## src/rtl/game_pkg.sv

```systemverilog
// -----------------------------------------------------------------------------
// game_pkg
// Shared definitions for the 2048 input path.
//   DIR_*            2-bit move direction codes driven to game_logic
//   sched_state_e    move_scheduler FSM states
//   onehot_to_dir()  maps a one-hot {left,down,right,up} vector to a DIR_* code
// -----------------------------------------------------------------------------
package game_pkg;

    localparam logic [1:0] DIR_UP    = 2'd0;
    localparam logic [1:0] DIR_RIGHT = 2'd1;
    localparam logic [1:0] DIR_DOWN  = 2'd2;
    localparam logic [1:0] DIR_LEFT  = 2'd3;

    typedef enum logic [1:0] {
        IDLE  = 2'd0,
        ISSUE = 2'd1,
        WAIT  = 2'd2
    } sched_state_e;

    // Callers only pass one-hot vectors; the priority chain just keeps the
    // function total.
    function automatic logic [1:0] onehot_to_dir(input logic [3:0] oh);
        if (oh[3])      return DIR_LEFT;
        else if (oh[2]) return DIR_DOWN;
        else if (oh[1]) return DIR_RIGHT;
        else            return DIR_UP;
    endfunction

endpackage

```

## src/rtl/move_scheduler_if.sv

```systemverilog
// -----------------------------------------------------------------------------
// move_scheduler_if
// Valid/ready move handshake between move_scheduler and game_logic.
//   move_valid  move presented
//   move_dir    direction code (game_pkg encoding)
//   move_ready  consumer accepts the move
// master = move_scheduler side, slave = game_logic side.
// -----------------------------------------------------------------------------
interface move_scheduler_if;
    logic       move_valid;
    logic [1:0] move_dir;
    logic       move_ready;

    modport master (output move_valid, output move_dir, input move_ready);
    modport slave  (input move_valid, input move_dir, output move_ready);
endinterface

```

## src/rtl/move_fifo.sv

```systemverilog
// -----------------------------------------------------------------------------
// move_fifo
// DEPTH x 2-bit synchronous FIFO of pending moves.
//   clk, rst_n   clock, synchronous active-low reset
//   push/push_dir  write an entry (caller guarantees room, or a same-cycle pop)
//   pop          remove the head entry
//   flush        discard all entries; a same-cycle push becomes the only entry
//   head_dir     current head entry
//   count        entries held
//   full         count == DEPTH
// -----------------------------------------------------------------------------
module move_fifo #(
    parameter int DEPTH = 4
) (
    input  logic                     clk,
    input  logic                     rst_n,
    input  logic                     push,
    input  logic [1:0]               push_dir,
    input  logic                     pop,
    input  logic                     flush,
    output logic [1:0]               head_dir,
    output logic [$clog2(DEPTH):0]   count,
    output logic                     full
);
    localparam int AW = $clog2(DEPTH);
    localparam int CW = AW + 1;

    logic [1:0]    mem [DEPTH];
    logic [AW-1:0] rd_ptr;
    logic [AW-1:0] wr_ptr;

    // NOTE: the storage array carries no reset; count and pointers decide
    // which entries are meaningful, so clearing the data would buy nothing.
    always_ff @(posedge clk) begin
        if (push) begin
            mem[flush ? '0 : wr_ptr] <= push_dir;
        end
    end

    // NOTE: every clocked assignment is non-blocking so all registers update
    // from the same pre-edge values.
    always_ff @(posedge clk) begin
        if (!rst_n) begin
            rd_ptr <= '0;
            wr_ptr <= '0;
            count  <= '0;
        end else if (flush) begin
            rd_ptr <= '0;
            wr_ptr <= push ? AW'(1) : '0;
            count  <= push ? CW'(1) : '0;
        end else begin
            if (push) wr_ptr <= wr_ptr + AW'(1);
            if (pop)  rd_ptr <= rd_ptr + AW'(1);
            unique case ({push, pop})
                2'b10:   count <= count + CW'(1);
                2'b01:   count <= count - CW'(1);
                default: count <= count;
            endcase
        end
    end

    assign head_dir = mem[rd_ptr];
    assign full     = (count == CW'(DEPTH));

endmodule

```

## src/rtl/move_scheduler.sv

```systemverilog
// -----------------------------------------------------------------------------
// move_scheduler
// Merges button, gamepad and debug move requests into one paced move stream.
//   clk, rst_n          clock, synchronous active-low reset
//   vsync_rising_edge   one-cycle pulse per frame (paces WAIT)
//   enable              game active; gates btn/pad, falling edge flushes queue
//   btn_dir/pad_dir/dbg_dir  level requests {left,down,right,up}
//   mv (master)         move_valid/move_dir out, move_ready in
//   queue_count         entries buffered
//   drop_pulse          one-cycle pulse when any request is discarded
//   busy                FSM not IDLE or queue not empty
// -----------------------------------------------------------------------------
module move_scheduler
    import game_pkg::*;
#(
    parameter int DEPTH     = 4,
    parameter int FRAME_GAP = 1
) (
    input  logic                     clk,
    input  logic                     rst_n,
    input  logic                     vsync_rising_edge,
    input  logic                     enable,
    input  logic [3:0]               btn_dir,
    input  logic [3:0]               pad_dir,
    input  logic [3:0]               dbg_dir,
    move_scheduler_if.master         mv,
    output logic [$clog2(DEPTH):0]   queue_count,
    output logic                     drop_pulse,
    output logic                     busy
);
    localparam int GW = (FRAME_GAP > 0) ? $clog2(FRAME_GAP + 1) : 1;

    logic [3:0]   btn_prev, pad_prev, dbg_prev;
    logic         en_q;
    logic [3:0]   btn_rise, pad_rise, dbg_rise;
    logic         btn_ok, pad_ok, dbg_ok;
    logic         any_multi;
    logic         sel_valid, others_valid;
    logic [1:0]   sel_dir;
    logic         flush, pop, push, fifo_full;
    logic [1:0]   head_dir;
    logic [GW-1:0] gap_cnt;
    sched_state_e state;

    assign dbg_rise = dbg_dir & ~dbg_prev;
    assign btn_rise = btn_dir & ~btn_prev & {4{enable}};
    assign pad_rise = pad_dir & ~pad_prev & {4{enable}};

    assign dbg_ok = $onehot(dbg_rise);
    assign btn_ok = $onehot(btn_rise);
    assign pad_ok = $onehot(pad_rise);

    // x & (x-1) is non-zero exactly when two or more bits are set.
    assign any_multi = ((dbg_rise & (dbg_rise - 4'd1)) != 4'd0) ||
                       ((btn_rise & (btn_rise - 4'd1)) != 4'd0) ||
                       ((pad_rise & (pad_rise - 4'd1)) != 4'd0);

    // NOTE: every output of this block gets a default first, so no path can
    // leave a value held and infer a latch.
    always_comb begin
        sel_valid    = 1'b0;
        sel_dir      = DIR_UP;
        others_valid = 1'b0;
        if (dbg_ok) begin
            sel_valid    = 1'b1;
            sel_dir      = onehot_to_dir(dbg_rise);
            others_valid = btn_ok | pad_ok;
        end else if (btn_ok) begin
            sel_valid    = 1'b1;
            sel_dir      = onehot_to_dir(btn_rise);
            others_valid = pad_ok;
        end else if (pad_ok) begin
            sel_valid    = 1'b1;
            sel_dir      = onehot_to_dir(pad_rise);
        end
    end

    // A flush empties the queue, so it also frees room for a same-cycle push;
    // the head is not popped on a flush cycle since it is being discarded.
    assign flush = en_q & ~enable;
    assign pop   = (state == IDLE) && (queue_count != '0) && !flush;
    assign push  = sel_valid && (!fifo_full || pop || flush);

    always_ff @(posedge clk) begin
        if (!rst_n) begin
            btn_prev   <= 4'b1111;
            pad_prev   <= 4'b1111;
            dbg_prev   <= 4'b1111;
            en_q       <= 1'b0;
            drop_pulse <= 1'b0;
        end else begin
            btn_prev   <= btn_dir;
            pad_prev   <= pad_dir;
            dbg_prev   <= dbg_dir;
            en_q       <= enable;
            drop_pulse <= any_multi | others_valid | (sel_valid & ~push);
        end
    end

    move_fifo #(.DEPTH(DEPTH)) u_fifo (
        .clk      (clk),
        .rst_n    (rst_n),
        .push     (push),
        .push_dir (sel_dir),
        .pop      (pop),
        .flush    (flush),
        .head_dir (head_dir),
        .count    (queue_count),
        .full     (fifo_full)
    );

    // ISSUE spends one cycle loading move_dir before raising move_valid, so
    // the popped direction is already stable when it is presented.
    always_ff @(posedge clk) begin
        if (!rst_n) begin
            state         <= IDLE;
            mv.move_valid <= 1'b0;
            mv.move_dir   <= DIR_UP;
            gap_cnt       <= '0;
        end else begin
            unique case (state)
                IDLE: begin
                    if (pop) begin
                        mv.move_dir <= head_dir;
                        state       <= ISSUE;
                    end
                end
                ISSUE: begin
                    if (!mv.move_valid) begin
                        mv.move_valid <= 1'b1;
                    end else if (mv.move_ready) begin
                        mv.move_valid <= 1'b0;
                        if (FRAME_GAP > 0) begin
                            gap_cnt <= GW'(FRAME_GAP);
                            state   <= WAIT;
                        end else begin
                            state   <= IDLE;
                        end
                    end
                end
                WAIT: begin
                    if (vsync_rising_edge) begin
                        gap_cnt <= gap_cnt - GW'(1);
                        if (gap_cnt == GW'(1)) state <= IDLE;
                    end
                end
                default: state <= IDLE;
            endcase
        end
    end

    assign busy = (state != IDLE) || (queue_count != '0);

endmodule

```

## src/flat_wrapper.sv

```systemverilog
// flat-port wrapper written by rule: the top's interface ports become plain ports
module move_scheduler_flat import game_pkg::*;
#(
    parameter int DEPTH     = 4,
    parameter int FRAME_GAP = 1
)
  (clk, rst_n, vsync_rising_edge, enable, btn_dir, pad_dir, dbg_dir, queue_count, drop_pulse, busy, mv_move_valid, mv_move_dir, mv_move_ready);
  move_scheduler_if mv_i ();
  input  logic clk;
  input  logic rst_n;
  input  logic vsync_rising_edge;
  input  logic enable;
  input  logic [3:0] btn_dir;
  input  logic [3:0] pad_dir;
  input  logic [3:0] dbg_dir;
  output logic [$clog2(DEPTH):0] queue_count;
  output logic drop_pulse;
  output logic busy;
  output wire logic [$bits(mv_i.move_valid)-1:0] mv_move_valid;
  output wire logic [$bits(mv_i.move_dir)-1:0] mv_move_dir;
  input wire logic [$bits(mv_i.move_ready)-1:0] mv_move_ready;
  assign mv_move_valid = mv_i.move_valid;
  assign mv_move_dir = mv_i.move_dir;
  assign mv_i.move_ready = mv_move_ready;
  move_scheduler #(.DEPTH(DEPTH), .FRAME_GAP(FRAME_GAP)) u_core (.clk(clk), .rst_n(rst_n), .vsync_rising_edge(vsync_rising_edge), .enable(enable), .btn_dir(btn_dir), .pad_dir(pad_dir), .dbg_dir(dbg_dir), .mv(mv_i), .queue_count(queue_count), .drop_pulse(drop_pulse), .busy(busy));
endmodule
```

## config.mk

```make
export PLATFORM = sky130hd
export DESIGN_NAME = move_scheduler_flat
export DESIGN_NICKNAME = d
export VERILOG_FILES = /design/src/rtl/game_pkg.sv /design/src/rtl/move_scheduler_if.sv /design/src/rtl/move_fifo.sv /design/src/rtl/move_scheduler.sv /design/src/flat_wrapper.sv
export SDC_FILE = /design/constraint.sdc
export NUM_CORES = 1
export LEC_CHECK = 0
export CORE_ASPECT_RATIO = 0.8
export CORE_MARGIN = 8
export CORE_UTILIZATION = 45
export DETAILED_ROUTE_END_ITERATION = 12
export PLACE_DENSITY = 0.67
export SYNTH_ARGS = -nofsm -noshare
export SYNTH_HDL_FRONTEND = slang
export SYNTH_SLANG_ARGS = --single-unit
```

## constraint.sdc

```tcl
create_clock -name clk -period 4.9 [get_ports clk]
set_clock_uncertainty 0.1 [all_clocks]
set_input_delay 0.98 -clock clk [delete_from_list [all_inputs] [get_ports clk]]
set_output_delay 0.98 -clock clk [all_outputs]
set_load 0.02 [all_outputs]
```

Word-level counts from Yosys, hierarchy flattened

Memories as Yosys holds them, arrays and structs flattened. A register that Yosys moved wholly into a read port is not among the register bits.
Cells that the tools add are included.

Add/sub/neg operators: 17
Equal/unequal tests: 13
Multiplexer cells: 38
Bitwise gates (word level): 19
Reduce and logical (&&, ||, !) cells: 24

Operators by type and width:

| operator                                                                | number |
|---|---|
| 2-bit 2-to-1 mux                                                        | 17 |
| 4-bit bitwise AND                                                       | 8 |
| 1-bit 2-to-1 mux                                                        | 17 |
| 1-bit by 1-bit adder with 2-bit output                                  | 6 |
| 4-bit inverter                                                          | 3 |
| 4-bit nonzero test                                                      | 3 |
| 4-bit by 1-bit subtractor with 4-bit output, second input constant      | 3 |
| 3-bit adder                                                             | 3 |
| 3-bit by 1-bit equality test with 1-bit output, second input constant   | 3 |
| 2-bit by 1-bit inequality test with 1-bit output, second input constant | 3 |
| 2-bit one-hot mux with 3 select lines                                   | 1 |
| 3-bit one-hot mux with 2 select lines                                   | 1 |
| 2-bit nonzero test                                                      | 3 |
| 3-bit nonzero test                                                      | 2 |
| 1-bit logical OR                                                        | 5 |
| 5-bit AND reduction                                                     | 1 |
| 2-bit by 1-bit adder with 2-bit output, second input constant           | 2 |
| 2-bit by 1-bit equality test with 1-bit output, second input constant   | 2 |
| 2-bit equality test, second input constant                              | 2 |
| 2-bit inequality test, second input constant                            | 2 |
| 4-bit AND reduction                                                     | 1 |
| 3-bit by 1-bit adder with 3-bit output, second input constant           | 1 |
| 3-bit equality test, second input constant                              | 1 |
| 1-bit logical AND                                                       | 3 |
| 11 further kinds                                                        | 18 |

Flip-flop bits (word level): 25
Bits in writable memories: 8
Bits of input ports: 17
Memories kept: 1

Memories:

| name              | words | width | read ports | clocked after memory_dff | wr ports | line            | source |
|---|---|---|---|---|---|---|---|
| u_core.u_fifo.mem | 4     | 2     | 1          | 1                        | 1        | move_fifo.sv:28 | `logic [1:0] mem [DEPTH];` |

Logic depth before layout (Yosys ltp)

Gate-level depths: netlist (run 1).

Depth in word-level cells: 13
Gate-level depth with buffers: 15

Cells and area by module

From an unflattened synthesis (run 1), not the netlist that was laid out.

Cell total of the unflattened synthesis: 192
Area total of the unflattened synthesis: 1,963.1 um^2

Modules (own cells, without submodules):

| module         | instances | cells an instance | area an instance (um^2) | sequential area each (um^2) |
|---|---|---|---|---|
| move_scheduler | 1         | 138               | 1,246.2                 | 400.4 |
| move_fifo      | 1         | 54                | 716.9                   | 420.4 |

Worst setup path before layout (run 1)

No wires, ideal clock.

Path type: in2reg
Start point: input port enable
End point: register u_core.u_fifo.count[2]
Arrival: 4.128 ns
Data required time: 4.730 ns
Path slack: 0.602 ns
Stages: 15
Cells stage by stage: buf_2 > inv_1 > or2_2 > ha_1 > ha_1 > fa_1 > nor3b_2 > or3_4 > and2_4 > inv_2 > ha_1 > fa_1 > xnor2_1 > or3_1 > a21oi_1

Longest elaborated chain between the ends: 11
Elaborated cells between the ends (all ways): 25
Classes of those cells: 6 x add/sub; 4 x eq/ne; 5 x mux; 4 x bitwise; 6 x reduce/logical

RTL lines:

| what                                                                                  | line                 | source |
|---|---|---|
| from (decl)                                                                           | flat_wrapper.sv:12   | `input logic enable;` |
| 4-bit bitwise AND                                                                     | move_scheduler.sv:47 | `assign pad_rise = pad_dir & ~pad_prev & {4{enable}};` |
| 1-bit by 1-bit adder with 2-bit output (not written as such)                          | move_scheduler.sv:51 | `assign pad_ok = $onehot(pad_rise);` |
| 3-bit adder (not written as such)                                                     | move_scheduler.sv:51 |  |
| 3-bit by 1-bit equality test with 1-bit output                                        | move_scheduler.sv:51 |  |
| 1-bit 2-to-1 mux                                                                      | move_scheduler.sv:72 | `end else if (pad_ok) begin` |
| 1-bit 2-to-1 mux                                                                      | move_scheduler.sv:68 | `end else if (btn_ok) begin` |
| 1-bit 2-to-1 mux                                                                      | move_scheduler.sv:64 | `if (dbg_ok) begin` |
| 1-bit logical AND                                                                     | move_scheduler.sv:82 | `assign push = sel_valid && (!fifo_full \|\| pop \|\| flush);` |
| 2-bit by 1-bit equality test with 1-bit output or 2-bit equality test (tied branches) | move_fifo.sv:54      | `unique case ({push, pop})` |
| 3-bit one-hot mux with 2 select lines                                                 | move_fifo.sv:54      |  |
| 3-bit 2-to-1 mux                                                                      | move_fifo.sv:47      | `end else if (flush) begin` |
| to (signal assigned)                                                                  | move_fifo.sv:50      | `count <= push ? CW'(1) : '0;` |
| to (signal assigned)                                                                  | move_fifo.sv:55      | `2'b10: count <= count + CW'(1);` |
| to (signal assigned)                                                                  | move_fifo.sv:56      | `2'b01: count <= count - CW'(1);` |
| to (decl)                                                                             | move_fifo.sv:22      | `output logic [$clog2(DEPTH):0] count,` |

Parallel ways exist; a longest one is shown, timed or not.
A chain may end at the register's enable or synchronous reset.

Final worst setup path (run 1)

Start point: input port dbg_dir[1]
End point: register u_core.u_fifo.count[2]

Longest elaborated chain between the ends: 9
Elaborated cells between the ends (all ways): 11
Classes of those cells: 2 x add/sub; 3 x eq/ne; 3 x mux; 1 x bitwise; 2 x reduce/logical

RTL lines:

| what                                                                                  | line                 | source |
|---|---|---|
| from (decl)                                                                           | flat_wrapper.sv:15   | `input logic [3:0] dbg_dir;` |
| 4-bit bitwise AND (*)                                                                 | move_scheduler.sv:45 | `assign dbg_rise = dbg_dir & ~dbg_prev;` |
| 1-bit by 1-bit adder with 2-bit output (not written as such) (*)                      | move_scheduler.sv:49 | `assign dbg_ok = $onehot(dbg_rise);` |
| 3-bit adder (not written as such) (*)                                                 | move_scheduler.sv:49 |  |
| 3-bit by 1-bit equality test with 1-bit output (*)                                    | move_scheduler.sv:49 |  |
| 1-bit 2-to-1 mux (*)                                                                  | move_scheduler.sv:64 |  |
| 1-bit logical AND (*)                                                                 | move_scheduler.sv:82 |  |
| 2-bit by 1-bit equality test with 1-bit output or 2-bit equality test (tied branches) | move_fifo.sv:54      |  |
| 3-bit one-hot mux with 2 select lines                                                 | move_fifo.sv:54      |  |
| 3-bit 2-to-1 mux                                                                      | move_fifo.sv:47      |  |

Every way passes the cells marked *; elsewhere a longest branch is shown, timed or not.

==> flow_metrics.env, run 1 <==
export IMPL_overflow=0
export IMPL_n_antenna_cell=0
export IMPL_antenna_found_initial=0
export IMPL_hold_viol_final=0
export IMPL_area_growth_pct=22.2
export IMPL_wl_per_cell_um=14.3
export IMPL_switching_power_w=0.000338
export IMPL_p_leak_nw=1.05
export IMPL_comb_power_share_pct=36.3
export IMPL_htreeDepth=2
export IMPL_pwr_share_seq_pct=38.7
export IMPL_yosysTopAreaCell="dfxtp_1"
export IMPL_endpoint_kind="flop"
export IMPL_powerDensity_nw_per_um2=430
export IMPL_place_inst=270
export IMPL_syn_inst=189
export IMPL_crit_fanout=7
export IMPL_start_kind="input pin"
export IMPL_swShare_pct=32.8
export IMPL_viasPerCell=5.15
export IMPL_synthTopCellsByArea="dfxtp_1 28%, edfxtp_1 12%, ha_1 10%, nand2b_1 5.8%, fa_1 4.1%"
export IMPL_vias=1431
export IMPL_hold_class="reg -> reg"
export IMPL_grtUsageTotal_pct=12.4
export IMPL_numCtsBuffers=5
export IMPL_synthDistinctLibCells=47
export IMPL_setup_viol=0
export IMPL_die_x_um=89.7
export IMPL_maxSlewViolCount=0
export IMPL_die_h_um=75.0
export IMPL_synth_net_count=226
export IMPL_post_route_period_util_pct=95.8
export IMPL_post_cts_setup_buffers=0
export IMPL_yosysSeqAreaShare_pct=39.9
export IMPL_layout_drive_gt1_share_pct=10.9
export IMPL_place_congestion=0.755
export IMPL_core_um2=4180
export IMPL_syn_cell_area_um2=1960
export IMPL_worst_slack_ns=0.204
export IMPL_fin_cells=278
export IMPL_netlist_area_leader_share_pct=27.6
export IMPL_start_util_pct=46.8
export IMPL_synth_avg_cell_area_um2=10.4
export IMPL_hpwl_mm=3.16
export IMPL_status="finished clean"
export IMPL_cts_tree="done"
export IMPL_port_buffers=24
export IMPL_ir_drop_uv=233
export IMPL_worstPathRequired_ns=5.02
export IMPL_cts_root_buf="clkbuf_8"
export IMPL_clockPowerShare_pct=24.9
export IMPL_drtIter0Drc=86
export IMPL_cts_sink_count=35
export IMPL_timing_fmax_mhz=213
export IMPL_num_io_pins=25
export IMPL_ys_seq_elements=35
export IMPL_rows=21
export IMPL_yosys_warnings=0
export IMPL_clock_tree_buffer_depth=2
export IMPL_grt_max_degree=27
export IMPL_clk_pin_slew_ns=0.08
export IMPL_num_fill_cells=353
export IMPL_synth_ff_type="dfxtp_1"
export IMPL_wl_mm=3.99
export IMPL_grt_pass1_vias=1451
export IMPL_insertion_delay_ns=0.29
export IMPL_rsz0062_at_grt="no"
export IMPL_hold_buffers=0
export IMPL_critPathKind="in -> reg"
export IMPL_ant_nets=0
export IMPL_post_route_drc_count=0
export IMPL_slew_headroom_pct=39.3
export IMPL_synth_edf_count=8
export IMPL_worstPathArrival_ns=4.81
export IMPL_die_area_um2=6730
export IMPL_grt_pass1_wl_mm=6.72
export IMPL_drt_pass1_iter_count=4
export IMPL_min_period_ns=4.70
export IMPL_nNetsFinal=257
export IMPL_tightest_slew_ns=0.908
export IMPL_drv_cap=0
export IMPL_internal_power_w=0.000691
export IMPL_preCtsSetupSlack_ns=-0.0517
export IMPL_post_cts_resized=0
export IMPL_synth_async_sr_flop_share_pct=0
==> metal layers <==
| layer | vias up | GRT usage, % | share of wire [%] |
|---|---|---|---|
| li1 | 723 | - | - |
| met1 | 677 | 14.0 | 47 |
| met2 | 23 | 22.1 | 48 |
| met3 | 8 | 3.49 | 3.5 |
| met4 | 0 | 5.05 | 1.5 |
| met5 | - | 0 | 0 |
==> metrics by stage <==
| step | utilization [%] | power (W) | area [µm²] | hold slack (ns) | setup TNS (ns) |
|---|---|---|---|---|---|
| 2_1_floorplan | - | 0.000654 | 1960 | 0.416 | 0 |
| 3_3_place_gp | 54.5 | 0.000766 | 2280 | 0.400 | 0 |
| 3_5_place_dp | 54.5 | 0.000781 | 2280 | 0.419 | -0.0517 |
| 4_1_cts | 57.2 | 0.00104 | 2390 | 0.436 | 0 |
| 5_1_grt | 57.2 | 0.00109 | 2390 | 0.465 | 0 |
| 6_report | 57.2 | 0.00103 | 2390 | 0.426 | 0 |
==> Yosys cell counts, types with 4 or more instances <==
cell,instances
nor2b_1,12
nand2b_1,18
fa_1,4
nor2_1,12
nand3b_1,5
dfxtp_1,27
nor3_1,4
a21oi_1,7
edfxtp_1,8
ha_1,16
nand2_1,8
inv_1,15
o21ai_0,6
==> flip-flops by register name, indices dropped and copies added (netlist names) <==
register / count
u_core.u_fifo.rd_ptr: 2
u_core.u_fifo.wr_ptr: 2
u_core.mv.move_dir: 2
u_core.u_fifo.mem: 8
u_core.state: 2
u_core.drop_pulse: 1
u_core.dbg_prev: 4
u_core.pad_prev: 4
u_core.gap_cnt: 1
u_core.btn_prev: 4
u_core.en_q: 1
u_core.mv.move_valid: 1
u_core.u_fifo.count: 3
==> area by class of cell <==
class | instances | area (µm²) | area share [%]
Clock inverter | 3 | 43.8 | 1.83
Tap cell | 57 | 71.3 | 2.98
Sequential cell | 35 | 781 | 32.7
Timing Repair Buffer | 27 | 263 | 11.0
Clock buffer | 5 | 68.8 | 2.88
Multi-Input combinational cell | 135 | 1100 | 46.2
Inverter | 16 | 60.1 | 2.51
==> cells by family (layout without fill, tap and decap cells) <==
kind of cell,Yosys count,count (layout),synth area share (%)
buffers and inverters,19,51,3.71
XOR/XNOR,4,4,1.79
AND/OR/NAND/NOR,78,78,26.8
flip-flops,35,35,39.9
adder cells (fa/ha/maj),20,20,14.3
multiplexers,5,5,3.84
AO/OA/AOI/OAI,28,28,9.66
==> final timing paths <==
path	slack (ns)	endpoint	cells after the start	startpoint
setup reg to reg	1.10	u_core.u_fifo.count[2]	14	u_core.dbg_prev[1]
setup / recovery	0.20	u_core.u_fifo.count[2]	15	dbg_dir[1]
hold reg to reg	0.43	u_core.mv.move_dir[0]	2	u_core.mv.move_dir[0]
hold / removal	0.43	u_core.mv.move_dir[0]	2	u_core.mv.move_dir[0]
==> power by group through the flow <==
stage | clock network (W) | logic, W | registers (W)
2_1_floorplan | 0 | 0.000235 | 0.000419
3_3_place_gp | 0 | 0.000365 | 0.000401
3_5_place_dp | 0 | 0.000376 | 0.000405
4_1_cts | 0.000264 | 0.000377 | 0.000398
5_1_grt | 0.000275 | 0.000407 | 0.000408
6_report | 0.000257 | 0.000374 | 0.000399
==> critical path: stages <==
cell	delay (ns)
clkdlybuf4s50_1	0.47
nor2b_1	0.27
inv_1	0.08
ha_1	0.31
ha_1	0.22
fa_1	0.50
nor3b_4	0.34
or3_4	0.21
and2_4	0.16
inv_2	0.05
ha_1	0.21
fa_1	0.40
xnor2_1	0.15
or3_1	0.31
a21oi_1	0.14
==> layout by cell type (no fill, tap or decap), drive strengths merged, types with 3 or more instances in the layout <==
master	netlist	layout
dfxtp	27	27
clkdlybuf4s50	0	24
nand2b	18	18
ha	16	16
inv	16	16
nor2b	12	12
nor2	12	12
nand2	8	8
edfxtp	8	8
a21oi	7	7
o21ai	6	6
nand3b	5	5
clkbuf	2	5
nor3	4	4
fa	4	4
nand3	3	3
mux2i	3	3
buf	1	3
nor3b	3	3
(Power assumes the default switching activity.)
==> run 2, diff against run 1 <==
- CORE_MARGIN: 8 -> 2
- PLACE_DENSITY: 0.67 -> unset
- PLACE_DENSITY_LB_ADDON: unset -> 0.08
==> run 2 against run 1 <==
Compared with the run above:
- clock power is essentially flat
- die area shrank 27%
- setup slack gained 0.068 ns
- non-clock buffer count grew 1
- total power shrank 0.36%
- critical path type unchanged
- critical endpoint unchanged
==> flow_metrics.env, run 2 (synthesis results as in run 1) <==
export IMPL_tightest_slew_ns=0.903
export IMPL_grt_pass1_vias=1464
export IMPL_powerDensity_nw_per_um2=427
export IMPL_die_area_um2=4900
export IMPL_layout_drive_gt1_share_pct=11.3
export IMPL_timing_fmax_mhz=216
export IMPL_rsz0062_at_grt="no"
export IMPL_rr_worst_depth=14
export IMPL_viasPerCell=5.05
export IMPL_place_congestion=0.820
export IMPL_setup_viol=0
export IMPL_vias=1410
export IMPL_rows=21
export IMPL_p_leak_nw=1.06
export IMPL_overflow=0
export IMPL_drv_cap=0
export IMPL_nNetsFinal=258
export IMPL_critPathKind="in -> reg"
export IMPL_r2r_end="u_core.u_fifo.count[2]"
export IMPL_ir_drop_uv=299
export IMPL_core_um2=4180
export IMPL_reg2reg_from="u_core.dbg_prev[1]"
export IMPL_grt_max_degree=27
export IMPL_layout_common_cells="27 x dfxtp_1, 24 x clkdlybuf4s50_1, 18 x nand2b_1"
export IMPL_tns_ns=0
export IMPL_worstHoldPathCells=2
export IMPL_clock_tree_buffer_depth=2
export IMPL_htreeDepth=2
export IMPL_final_core_util_pct=57.4
export IMPL_post_cts_setup_buffers=0
export IMPL_min_period_ns=4.63
export IMPL_wl_per_cell_um=13.1
export IMPL_die_h_um=63.0
export IMPL_die_x_um=77.7
export IMPL_cts_tree="done"
export IMPL_maxSlewViolCount=0
export IMPL_grt_pass1_wl_mm=6.63
export IMPL_preCtsSetupSlack_ns=-0.00841
export IMPL_r2r_setup_slack_ns=1.17
export IMPL_hold_end="u_core.mv.move_dir[1]"
export IMPL_port_buffers=24
export IMPL_layout_commonest_cell="dfxtp_1"
export IMPL_hold_viol_final=0
export IMPL_ant_nets=0
export IMPL_top_register="u_core.u_fifo.mem"
export IMPL_min_delay_start="u_core.mv.move_dir[1]"
export IMPL_worst_slack_ns=0.272
export IMPL_worstPathRequired_ns=5.01
export IMPL_grtUsageTotal_pct=16.8
export IMPL_drtIter0Drc=41
export IMPL_endpoint_kind="flop"
export IMPL_hold_buffers=0
export IMPL_post_cts_resized=0
export IMPL_start_util_pct=46.8
export IMPL_n_antenna_cell=0
export IMPL_cts_root_buf="clkbuf_8"
export IMPL_hpwl_mm=2.87
export IMPL_hold_class="reg -> reg"
export IMPL_wl_mm=3.66
export IMPL_placed_area_um2=2290
export IMPL_start_kind="input pin"
export IMPL_post_route_drc_count=0
export IMPL_numCtsBuffers=5
export IMPL_status="finished clean"
export IMPL_slew_headroom_pct=39.6
export IMPL_antenna_found_initial=0
export IMPL_cts_sink_count=35
export IMPL_insertion_delay_ns=0.28
export IMPL_drt_pass1_iter_count=4
export IMPL_clk_pin_slew_ns=0.07
export IMPL_fin_area_um2=2400
export IMPL_area_growth_pct=22.6
export IMPL_crit_fanout=7
export IMPL_num_io_pins=25
export IMPL_worstPathArrival_ns=4.73
export IMPL_largest_reg_flops=8
export IMPL_post_route_period_util_pct=94.4
run 2: area by class of cell:
type	count	area (µm²)
Clock buffer	5	68.8
Clock inverter	3	43.8
Fill cell	355	1780
Inverter	16	60.1
Multi-Input combinational cell	135	1100
Sequential cell	35	781
Tap cell	57	71.3
Timing Repair Buffer	28	270
run 2: metrics by stage:
stage	instances	hold slack, ns	power, W
finish	279	0.416	0.00103
global route	279	0.441	0.00109
CTS	279	0.422	0.00104
detailed placement	271	0.403	0.000777
floorplan	189	0.416	0.000654
global placement	271	0.402	0.000765
run 2: routing by layer:
| layer | up-vias | share of wire, % | track usage, % |
|---|---|---|---|
| met5 | - | 0 | 0 |
| met4 | 0 | 0 | 2.01 |
| met3 | 0 | 3.9 | 4.48 |
| met2 | 24 | 46 | 27.4 |
| met1 | 667 | 50 | 23.2 |
| li1 | 719 | - | - |
run 2: how the worst max path moves through the flow:
stage / startpoint / to / slack [ns] / cells after the start
finish: dbg_dir[1] / u_core.u_fifo.count[2] / 0.27 / 15
global route: dbg_dir[1] / u_core.u_fifo.count[2] / 0.03 / 15
CTS: dbg_dir[1] / u_core.u_fifo.count[2] / 0.28 / 15
detailed placement: dbg_dir[1] / u_core.u_fifo.count[2] / -0.008 / 15
global placement: dbg_dir[1] / u_core.u_fifo.count[2] / 0.13 / 15
floorplan: enable / u_core.u_fifo.count[2] / 0.60 / 15
run 2: where the power goes:
group / switching, W / internal [W]
Sequential: 0.0000487 / 0.000349
Clock: 0.000105 / 0.000151
Combinational: 0.000180 / 0.000192
run 2: critical path, stage by stage:
cell and delay (ns):
clkdlybuf4s50_1 0.47, nor2b_1 0.26, inv_1 0.08, ha_1 0.31
ha_1 0.22, fa_1 0.50, nor3b_4 0.33, or3_4 0.20
and2_4 0.15, inv_2 0.05, ha_1 0.21, fa_1 0.39
xnor2_1 0.14, or3_1 0.30, a21oi_1 0.15
==> run 3, diff against run 2 <==
- CORE_MARGIN: 2 -> 1
==> run 3 against run 2 <==
Compared with the run above:
- die area fell by 5.7%
- via count increased by 0.78%
- routed wire length shrank 1.8%
- core utilization shrank 0.30 points
- non-clock buffer count down 1
- critical path type unchanged
- largest cell class unchanged
==> flow_metrics.env, run 3 (synthesis results as in run 1) <==
export IMPL_status="finished clean"
export IMPL_ant_nets=0
export IMPL_cp_cell_sequence="clkdlybuf4s50_1 -> nor2b_1 -> inv_1 -> ha_1 -> ha_1 -> fa_1 -> nor3b_4 -> or3_4 -> and2_4 -> inv_2 -> ha_1 -> fa_1 -> xnor2_1 -> or3_1 -> a21oi_1"
export IMPL_setup_viol=0
export IMPL_cp_slowest_stage_delay_ns=0.51
export IMPL_die_x_um=75.7
export IMPL_num_io_pins=25
export IMPL_cts_sink_count=35
export IMPL_post_cts_setup_buffers=0
export IMPL_grt_pass1_vias=1350
export IMPL_overflow=0
export IMPL_critPathSlowestCell="fa_1"
export IMPL_endpoint_kind="flop"
export IMPL_rows=21
export IMPL_slew_headroom_pct=38.4
export IMPL_antenna_found_initial=0
export IMPL_maxSlewViolCount=0
export IMPL_crit_end="u_core.u_fifo.count[2]"
export IMPL_vias=1421
export IMPL_post_route_period_util_pct=95.6
export IMPL_wl_per_cell_um=12.9
export IMPL_crit_fanout=7
export IMPL_start_kind="input pin"
export IMPL_reg2reg_from="u_core.dbg_prev[1]"
export IMPL_crit_path_frequent_cell="ha_1"
export IMPL_post_cts_resized=0
export IMPL_layout_common_cells="27 x dfxtp_1, 24 x clkdlybuf4s50_1, 18 x nand2b_1"
export IMPL_clk_pin_slew_ns=0.07
export IMPL_largest_reg_flops=8
export IMPL_min_period_ns=4.69
export IMPL_post_route_drc_count=0
export IMPL_layout_drive_gt1_share_pct=10.4
export IMPL_ir_drop_uv=208
export IMPL_cts_tree="done"
export IMPL_numCtsBuffers=5
export IMPL_hold_viol_final=0
export IMPL_core_um2=4180
export IMPL_num_fill_cells=370
export IMPL_critPathKind="in -> reg"
export IMPL_n_antenna_cell=0
export IMPL_rsz0062_at_grt="no"
export IMPL_port_buffers=24
export IMPL_hold_buffers=0
export IMPL_die_area_um2=4620
export IMPL_start_util_pct=46.8
export IMPL_worstPathArrival_ns=4.78
export IMPL_drt_pass1_iter_count=4
export IMPL_nNetsFinal=257
export IMPL_min_delay_start="u_core.mv.move_valid"
export IMPL_drtIter0Drc=71
export IMPL_final_core_util_pct=57.1
export IMPL_tightest_slew_ns=0.922
export IMPL_r2r_end="u_core.u_fifo.count[2]"
export IMPL_r2r_setup_slack_ns=1.12
export IMPL_grt_max_degree=27
export IMPL_timing_fmax_mhz=213
export IMPL_htreeDepth=2
export IMPL_wl_mm=3.59
export IMPL_grt_pass1_wl_mm=6.12
export IMPL_hold_class="reg -> reg"
export IMPL_die_h_um=61.0
export IMPL_crit_start="dbg_dir[1]"
export IMPL_powerDensity_nw_per_um2=426
export IMPL_area_growth_pct=21.9
export IMPL_layout_commonest_cell="dfxtp_1"
export IMPL_p_leak_nw=1.05
export IMPL_cts_root_buf="clkbuf_8"
export IMPL_viasPerCell=5.11
export IMPL_clock_tree_buffer_depth=2
export IMPL_rr_worst_depth=14
export IMPL_drv_cap=0
export IMPL_place_congestion=0.790
export IMPL_worstPathRequired_ns=5.00
export IMPL_hpwl_mm=2.79
export IMPL_insertion_delay_ns=0.28
export IMPL_grtUsageTotal_pct=18.2
export IMPL_top_register="u_core.u_fifo.mem"
export IMPL_total_power_w=0.00102
run 3: changes by cell type in the layout (fill, tap and decap cells not counted):
cell      delta
buf_4        -1
clkinv_1     +1
clkinv_4     -1
run 3: worst min path at each step:
stage	end	slack [ns]	cells after the start
after floorplan	u_core.u_fifo.rd_ptr[1]	0.42	2
after global placement	u_core.mv.move_dir[1]	0.40	2
after detailed placement	u_core.mv.move_valid	0.41	1
after CTS	u_core.mv.move_valid	0.43	1
after global routing	u_core.mv.move_dir[1]	0.45	2
final	u_core.mv.move_valid	0.42	1
run 3: cell type report:
class | count | area, µm² | share of cell area, %
inverters | 16 | 60.1 | 2.52
multi-input cells | 135 | 1100 | 46.3
repair buffers | 27 | 263 | 11.0
clock inverters | 3 | 38.8 | 1.63
flip-flops and latches | 35 | 781 | 32.7
clock buffers | 5 | 68.8 | 2.88
well taps | 57 | 71.3 | 2.99
run 3: through the flow:
step           setup WS, ns  instances  TNS (ns)  instance area [µm²]  hold WS [ns]
6_report              0.214        278         0                 2390         0.425
2_1_floorplan         0.602        189         0                 1960         0.416
5_1_grt              0.0341        278         0                 2390         0.454
3_3_place_gp          0.124        270         0                 2280         0.402
4_1_cts               0.238        278         0                 2390         0.432
3_5_place_dp        -0.0590        270   -0.0590                 2280         0.414
run 3: power by group:
| part | internal (W) | total [W] | switching [W] |
|---|---|---|---|
| Clock | 0.000149 | 0.000249 | 0.000100 |
| Sequential | 0.000349 | 0.000398 | 0.0000487 |
| Combinational | 0.000192 | 0.000370 | 0.000178 |
run 3: critical path, delay by kind of cell:
| kind | cells | cell delay, ns |
|---|---|---|
| buffers and inverters | 3 | 0.61 |
| XOR/XNOR | 1 | 0.14 |
| adder cells (fa/ha/maj) | 5 | 1.63 |
| AO/OA/AOI/OAI | 1 | 0.17 |
| AND/OR/NAND/NOR | 5 | 1.23 |
run 3: per-layer routing:
| metal | share of wire (%) | up-vias | wire length [µm] | track usage (%) |
|---|---|---|---|---|
| li1 | - | 720 | - | - |
| met1 | 51 | 673 | 1840 | 25.2 |
| met2 | 44 | 23 | 1590 | 27.9 |
| met3 | 3.2 | 5 | 115 | 4.49 |
| met4 | 1.1 | 0 | 38 | 6.61 |
| met5 | 0 | - | 0 | 0 |
